`src/rtl/seg_scan_decoder.sv`:
```
// Multiplexed 7-seg scan decoder: synchronizes seg_n/dig_n, waits for stable digits, assembles frames; dp capture under SEG_SCAN_DP_EN.
// Latency: 2 sync + STABLE_CYCLES + 1 cycles to frame_valid; no backpressure, frame_valid/err are single-cycle pulses.
module seg_scan_decoder #(
  parameter int         STABLE_CYCLES = 16,
  parameter logic [7:0] DIGIT_MASK    = 8'hFF
) (
  input  logic        clk,
  input  logic        reset,
  input  logic [7:0]  seg_n,
  input  logic [7:0]  dig_n,
  output logic [31:0] digits,
  output logic [7:0]  dp,
  output logic        frame_valid,
  output logic        err
);

  typedef enum logic [1:0] {WAIT_BLANK, WAIT_DIG, SETTLE, HOLD} state_t;

  localparam logic [7:0] CNT_LAST = 8'(STABLE_CYCLES - 1);
`ifdef SEG_SCAN_DP_EN
  localparam logic [7:0] SEG_USED = 8'hFF;
`else
  localparam logic [7:0] SEG_USED = 8'h7F;
`endif

  state_t      state;
  logic [7:0]  seg_m, s_seg, dig_m, s_dig, prev_seg, prev_dig;
  logic [7:0]  seen, cnt;
  logic [31:0] shadow;
  logic [2:0]  cur, idx;
  logic [3:0]  n_lit, code;
  logic        publish, one_hot, multi, blank, changed, capture, illegal;

  function automatic logic [3:0] seg_decode(input logic [6:0] p);
    case (p)
      7'h3F:   seg_decode = 4'h0;
      7'h06:   seg_decode = 4'h1;
      7'h5B:   seg_decode = 4'h2;
      7'h4F:   seg_decode = 4'h3;
      7'h66:   seg_decode = 4'h4;
      7'h6D:   seg_decode = 4'h5;
      7'h7D:   seg_decode = 4'h6;
      7'h07:   seg_decode = 4'h7;
      7'h7F:   seg_decode = 4'h8;
      7'h6F:   seg_decode = 4'h9;
      7'h00:   seg_decode = 4'hF;
      default: seg_decode = 4'hE;
    endcase
  endfunction

  always_comb begin
    n_lit = '0;
    idx   = '0;
    for (int i = 0; i < 8; i++) begin
      if (!s_dig[i]) begin
        n_lit = n_lit + 4'd1;
        idx   = i[2:0];
      end
    end
    one_hot = (n_lit == 4'd1);
    multi   = (n_lit > 4'd1);
    blank   = (n_lit == 4'd0);
    // dp only counts towards stability when it is actually captured
    changed = (((s_seg ^ prev_seg) & SEG_USED) != 8'h00) || (s_dig != prev_dig);
    capture = (state == SETTLE) && one_hot && !changed && (cnt == CNT_LAST);
    code    = seg_decode(~s_seg[6:0]);
    illegal = (code == 4'hE);
  end

  always_ff @(posedge clk) begin
    if (reset) begin
      seg_m       <= 8'hFF;
      s_seg       <= 8'hFF;
      dig_m       <= 8'hFF;
      s_dig       <= 8'hFF;
      prev_seg    <= 8'hFF;
      prev_dig    <= 8'hFF;
      state       <= WAIT_BLANK;
      cnt         <= '0;
      cur         <= '0;
      seen        <= '0;
      shadow      <= 32'hFFFF_FFFF;
      digits      <= 32'hFFFF_FFFF;
      publish     <= 1'b0;
      frame_valid <= 1'b0;
      err         <= 1'b0;
    end else begin
      seg_m       <= seg_n;
      s_seg       <= seg_m;
      dig_m       <= dig_n;
      s_dig       <= dig_m;
      prev_seg    <= s_seg;
      prev_dig    <= s_dig;
      frame_valid <= 1'b0;
      err         <= 1'b0;

      if (publish) begin
        digits      <= shadow;
        frame_valid <= 1'b1;
        seen        <= '0;
        publish     <= 1'b0;
      end

      case (state)
        WAIT_BLANK: if (blank) state <= WAIT_DIG;
        WAIT_DIG: begin
          if (multi) begin
            err   <= 1'b1;
            state <= WAIT_BLANK;
          end else if (one_hot) begin
            cur   <= idx;
            cnt   <= 8'd1;
            state <= SETTLE;
          end
        end
        SETTLE: begin
          if (multi) begin
            err   <= 1'b1;
            state <= WAIT_BLANK;
          end else if (blank) begin
            state <= WAIT_DIG;
          end else if (changed) begin
            cur <= idx;
            cnt <= 8'd1;
          end else if (capture) begin
            // seen bit written after the publish clear so it survives the same edge
            shadow[{cur, 2'b00} +: 4] <= code;
            seen[cur] <= 1'b1;
            cnt       <= cnt + 8'd1;
            if (illegal) err <= 1'b1;
            if (((seen | (8'h01 << cur)) & DIGIT_MASK) == DIGIT_MASK) publish <= 1'b1;
            state <= HOLD;
          end else begin
            cnt <= cnt + 8'd1;
          end
        end
        HOLD: begin
          if (multi) begin
            err   <= 1'b1;
            state <= WAIT_BLANK;
          end else if (blank) begin
            state <= WAIT_DIG;
          end else if (idx != cur) begin
            cur   <= idx;
            cnt   <= 8'd1;
            state <= SETTLE;
          end
        end
        default: state <= WAIT_BLANK;
      endcase
    end
  end

`ifdef SEG_SCAN_DP_EN
  logic [7:0] dp_shadow, dp_q;

  always_ff @(posedge clk) begin
    if (reset) begin
      dp_shadow <= '0;
      dp_q      <= '0;
    end else begin
      if (capture) dp_shadow[cur] <= ~s_seg[7];
      if (publish) dp_q <= dp_shadow;
    end
  end

  assign dp = dp_q;
`else
  assign dp = '0;
`endif

endmodule

```
`config.mk`:
```
export PLATFORM = sky130hd
export DESIGN_NAME = seg_scan_decoder
export DESIGN_NICKNAME = d
export VERILOG_FILES = /design/src/rtl/seg_scan_decoder.sv
export SDC_FILE = /design/constraint.sdc
export NUM_CORES = 1
export LEC_CHECK = 0
export CAP_MARGIN = 10
export CORE_ASPECT_RATIO = 0.9
export CORE_MARGIN = 8
export CORE_UTILIZATION = 50
export CTS_CLUSTER_SIZE = 24
export DETAILED_ROUTE_END_ITERATION = 6
export PLACE_DENSITY = 0.7
export SYNTH_ARGS = -nofsm -noshare
export SYNTH_HDL_FRONTEND = slang
export SYNTH_SLANG_ARGS = --single-unit
export TNS_END_PERCENT = 1
```
`constraint.sdc`:
```
create_clock -name clk -period 12.6 [get_ports clk]
set_input_delay 1.26 -clock clk [delete_from_list [all_inputs] [get_ports clk]]
set_output_delay 1.26 -clock clk [all_outputs]
set_load 0.1 [all_outputs]
```
# Word level (Yosys, flattened, before mapping)
# Index checks and enable logic that the tools add are counted.
# classes
n_bitwise,9
add_sub_neg,9
n_mux,64
shifts,3
n_reduce_logical,17
n_eq_ne,32
order_cmp,3
# ops
op,n
8-bit two-way mux,15
"7-bit equality test, second input constant",7
4-bit one-hot mux with 11 select lines,1
3-bit two-way mux,13
32-bit bitwise mux,1
"4-bit by 7-bit variable shift with 32-bit output, first input constant",1
4-bit by 7-bit indexed part select with 32-bit output,1
"4-bit by 1-bit adder with 4-bit output, second input constant",7
4-bit two-way mux,7
8-bit one-hot mux with 3 select lines,1
2-bit two-way mux,11
"2-bit inequality test, second input constant",9
8-bit OR,2
"7-bit by 3-bit equality test with 1-bit output, second input constant",2
"4-bit inequality test, second input constant",3
1-bit two-way mux,11
5-bit AND reduction,2
3-bit one-hot mux with 3 select lines,1
9-bit AND reduction,1
"8-bit by 1-bit adder with 8-bit output, second input constant",1
"8-bit by 4-bit equality test with 1-bit output, second input constant",1
"8-bit equality test, second input constant",1
8-bit inequality test,1
2-bit one-hot mux with 4 select lines,1
28 further kinds,36
# word_totals
in_bits,18
word_cells,152
reg_bits,133

# Logic depth before layout (Yosys ltp)
# logic_depth
depth_word,24
ltp_mapped,24

# Worst setup path after synthesis
# OpenSTA, ideal clock, no wires.
# synth_path
path_type,register -> register
start,register s_dig[1]
end,register shadow[0]
slack_ps,7368
synth_period_minus_slack_ps,5232
path_stages_with_launch,20
t_required_ps,12528
path_buffers,1
arrival_time_ps,5160
cell_sequence,dfxtp_1 > inv_1 > ha_1 > xor3_2 > ha_1 > nand2b_1 > nand2_1 > ha_1 > nor2_1 > a31oi_1 > or2_2 > ha_1 > nor2b_1 > xnor3_1 > xor2_1 > a32oi_1 > or4b_2 > buf_2 > a2111oi_4 > mux2i_1
# synth_via
elab_chain_cells,18
elab_cells_between_ends,26
classes_between,add/sub: 6; order compare: 1; eq/ne: 2; mux: 7; bitwise: 3; reduce/logical: 7
# synth_lines
element,line,source
"start, declared",27,"logic [7:0] seg_m, s_seg, dig_m, s_dig, prev_seg, prev_dig;"
"start signal, assigned",91,s_dig <= dig_m;
branches (longest 17 deep; another with 4-bit by 1-bit adder with 4-bit output),n/a,
5-bit AND reduction (no line) (*),n/a,
"end signal, assigned by index",127,"shadow[{cur, 2'b00} +: 4] <= code;"
"end, declared",29,logic [31:0] shadow;
# Every way passes the cells marked *.
# A chain may end at the register's enable or synchronous reset.

# Final worst setup path
# layout_path
start,register s_dig[1]
end,register shadow[14]
# Same word-level chain as after synthesis.

==> qor.yml <==
start_util: 0.503
vias: 4494
p_comb_frac: 0.104
die_area_sq_um: 15700
p_leak_nw: 2.50
crit_chain: "inv_1 -> ha_1 -> xnor2_1 -> ha_1 -> nand2b_1 -> nand2_1 -> ha_1 -> nand2b_1 -> nand2_1 -> ha_1 -> nor2_1 -> a31oi_1 -> or2_2 -> ha_1 -> nor2b_1 -> xnor3_1 -> xor2_1 -> a32o_1 -> nand4b_1 -> nor3_1 -> mux2i_1"
grt_max_degree: 96
place_congestion: 0.885
synth.distinct_cells: 57
dpl.hpwl_microns: 8200
h-tree-depth: 4
final_layout_size_suffix_gt1_frac: 0.134
power_switching_share: 0.251
cts_buffers: 17
die_x_microns: 131
regToRegSetupSlack_ns: 6.53
min_to: "s_dig[7]$_SDFF_PP1_"
ys_seq_elements: 133
fmax_mhz: 165
hp-class: "flop to flop"
path_max_fanout: 19
hold_viol_final: 0
crit_slowest_cell: "nor3_1"
area_growth_pct: 18.0
fin_skew_ns: 0.0107
num_antenna_cells: 0
final-max-slew-violation-count: 0
grt_pass1_wl_microns: 21200
via_per_inst: 5.39
tightest_slew_ns: 1.14
p_seq_frac: 0.435
overflow: 0
coreArea_sq_um: 11900
r2r-start: "s_dig[1]$_SDFF_PP1_"
routed_wl_microns: 12100
maxCapViolations: 0
synth_cells: 630
min_period_ns: 6.07
fp.dieH_microns: 120
p_sw_w: 0.000254
drt_iter0_drc: 282
setup_slack_ns: 6.53
yosysTopAreaCell: "dfxtp_1"
cts_resized: 0
cts_setup_buffers: 0
grt_setup_unrepaired: "no"
cp.required_ns: 12.94
crit_type: "flop to flop"
synth_edf_count: 0
avgSynthCellArea_sq_um: 9.50
grt_pass1_vias: 4361
status: "completed"
finalSetupViolCount: 0
clockBufferDepth: 2
path_buf_inv: 1
synthArstFlopShare: 0
synth_flop_cell: "dfxtp_1"
slowest_delay_ns: 0.93
synth_top_area_frac: 0.445
ir_worst_vdd_uv: 93.8
critical_path.most_common_cell: "ha_1"
fin_util: 0.594
clock_latency_ns: 0.42
rows: 38
yosysSeqAreaShare: 0.445
start_kind: "flop"
critPathTopFamily: "simple AND/OR/NAND/NOR gates"
groute.usage.overall: 0.160
ios: 60
pwr_density_cell_nw_per_um2: 143
antenna_found_initial: 0
preCtsSetupSlack_ns: 6.55
synth_area_sq_um: 5980
stdcell_area_sq_um: 7060
yosys_warnings: 0
clock_sinks: 133
io_buffers: 50
clockRootBuffer: "clkbuf_16"
firstDrtPassIters: 4
ant_nets: 0
relSlewSlack: 0.239
wire_per_inst_microns: 14.6
nets: 695
reg2reg_depth: 21
worst_r2r_endpoint: "shadow[14]$_SDFFE_PP1P_"
path_clk_slew_ns: 0.06
p_int_w: 0.000758
cts_tree: "built"
post-route-period-util: 0.481
critPathCaptureType: "flop"
hold_buffers: 0
setup_tns_ns: 0
placed_area_sq_um: 6500
min_delay_path_depth: 1
p_clk_frac: 0.461
cp.arrival_ns: 6.40
hp-start: "dig_m[7]$_SDFF_PP1_"
drcViolationCount: 0
synthTopCellsByArea: "dfxtp_1 (45%), mux2i_1 (11%), or2_2 (4.5%), nand2_1 (4.1%), nor2_1 (3.3%)"
[power groups by stage]
stage / logic, W / clock network, W / registers, W
floorplan: 0.0000881 / 0 / 0.000444
global placement: 0.000101 / 0 / 0.000449
detailed placement: 0.000104 / 0 / 0.000449
CTS: 0.000105 / 0.000475 / 0.000440
global route: 0.000116 / 0.000493 / 0.000441
finish: 0.000106 / 0.000466 / 0.000440
[worst register-to-register path: cells and delay by family, from the launching register on]
family,cells,cell delay (ns)
muxes,1,0.27
and+or+nand+nor,9,2.60
adders and majority gates,5,1.40
xor gates and xnor gates,3,0.97
buffers and inverters,1,0.08
AOI/OAI and AO/OA,2,0.28
DFF,1,0.39
[how the worst max path moves through the flow]
stage,start,endpoint,slack [ns],cells past startpoint
floorplan,s_dig[1]$_SDFF_PP1_,shadow[0]$_SDFFE_PP1P_,7.37,19
finish,s_dig[1]$_SDFF_PP1_,shadow[14]$_SDFFE_PP1P_,6.53,21
global placement,s_dig[1]$_SDFF_PP1_,shadow[14]$_SDFFE_PP1P_,6.77,21
detailed placement,s_dig[1]$_SDFF_PP1_,shadow[14]$_SDFFE_PP1P_,6.55,21
CTS,s_dig[1]$_SDFF_PP1_,shadow[14]$_SDFFE_PP1P_,6.55,21
global route,s_dig[1]$_SDFF_PP1_,shadow[13]$_SDFFE_PP1P_,6.02,21
[through the flow]
step / hold WS [ns] / power (W) / std cells
2_1_floorplan: 0.389 / 0.000532 / 637
3_3_place_gp: 0.392 / 0.000549 / 804
3_5_place_dp: 0.392 / 0.000553 / 804
4_1_cts: 0.406 / 0.00102 / 833
5_1_grt: 0.419 / 0.00105 / 833
6_report: 0.403 / 0.00101 / 833
[area by class of cell]
type,count,area [sq um]
Fill cell,1028,4830
Timing Repair Buffer,52,510
Sequential cell,133,2660
Multi-Input combinational cell,446,3080
Clock buffer,20,447
Inverter,13,48.8
Clock inverter,9,108
Tap cell,160,200
[kinds of logic after synthesis]
kind of cell / synth area share
AOI/OAI and AO/OA: 0.0912
xor gates and xnor gates: 0.0575
adders and majority gates: 0.0293
buffers and inverters: 0.0445
DFF: 0.445
muxes: 0.109
other: 0.000627
and+or+nand+nor: 0.223
[Yosys cell counts (2+ instances only)]
| cell | instances |
|---|---|
| inv_1 | 12 |
| nand4_1 | 5 |
| nand2_1 | 66 |
| or4b_2 | 2 |
| a21o_1 | 4 |
| a32o_1 | 2 |
| a21oi_1 | 12 |
| clkbuf_1 | 27 |
| or3_1 | 6 |
| nor4_1 | 12 |
| o22ai_1 | 2 |
| nand3b_1 | 5 |
| buf_2 | 3 |
| buf_1 | 5 |
| a211oi_1 | 2 |
| nor2_1 | 53 |
| o41ai_1 | 5 |
| and3_1 | 5 |
| buf_6 | 2 |
| buf_4 | 8 |
| nand2b_1 | 12 |
| ha_1 | 14 |
| nand3_1 | 7 |
| a311oi_1 | 2 |
| a2111oi_4 | 3 |
| mux2i_1 | 65 |
| or2_2 | 43 |
| nor3_1 | 17 |
| xnor2_1 | 14 |
| o221ai_1 | 2 |
| o21ai_0 | 11 |
| nand4b_1 | 2 |
| dfxtp_1 | 133 |
| nor2b_1 | 11 |
| nor4_2 | 3 |
| xor2_1 | 18 |
| and4_1 | 2 |
| o211ai_1 | 2 |
| o311ai_0 | 6 |
| o31ai_1 | 3 |
| o21a_1 | 4 |
| a31oi_1 | 3 |
[layout by cell type (no fill, tap or decap), types with 12 or more instances in the layout]
cell             Yosys  final
nand2_1             66     66
nor4_1              12     12
nor2_1              53     53
or2_2               43     43
inv_1               12     12
mux2i_1             65     65
xor2_1              18     18
xnor2_1             14     14
nand2b_1            12     12
clkdlybuf4s50_1      0     49
dfxtp_1            133    132
a21oi_1             12     12
nor3_1              17     17
ha_1                14     14
clkbuf_16            0     17
[layer usage]
metal	global-route usage	share of wire
met5	0	0
met2	0.253	0.46
met1	0.200	0.47
met4	0.0667	0.0082
met3	0.0480	0.057
[flip-flops by register name (all words and copies together), names as in the netlist, 2 cells and up]
signal	count
digits	32
cur	3
prev_seg	7
shadow	32
dig_m	8
prev_dig	8
state	2
s_dig	8
seen	8
s_seg	7
cnt	8
seg_m	7
Power figures use the tool's default switching activity.
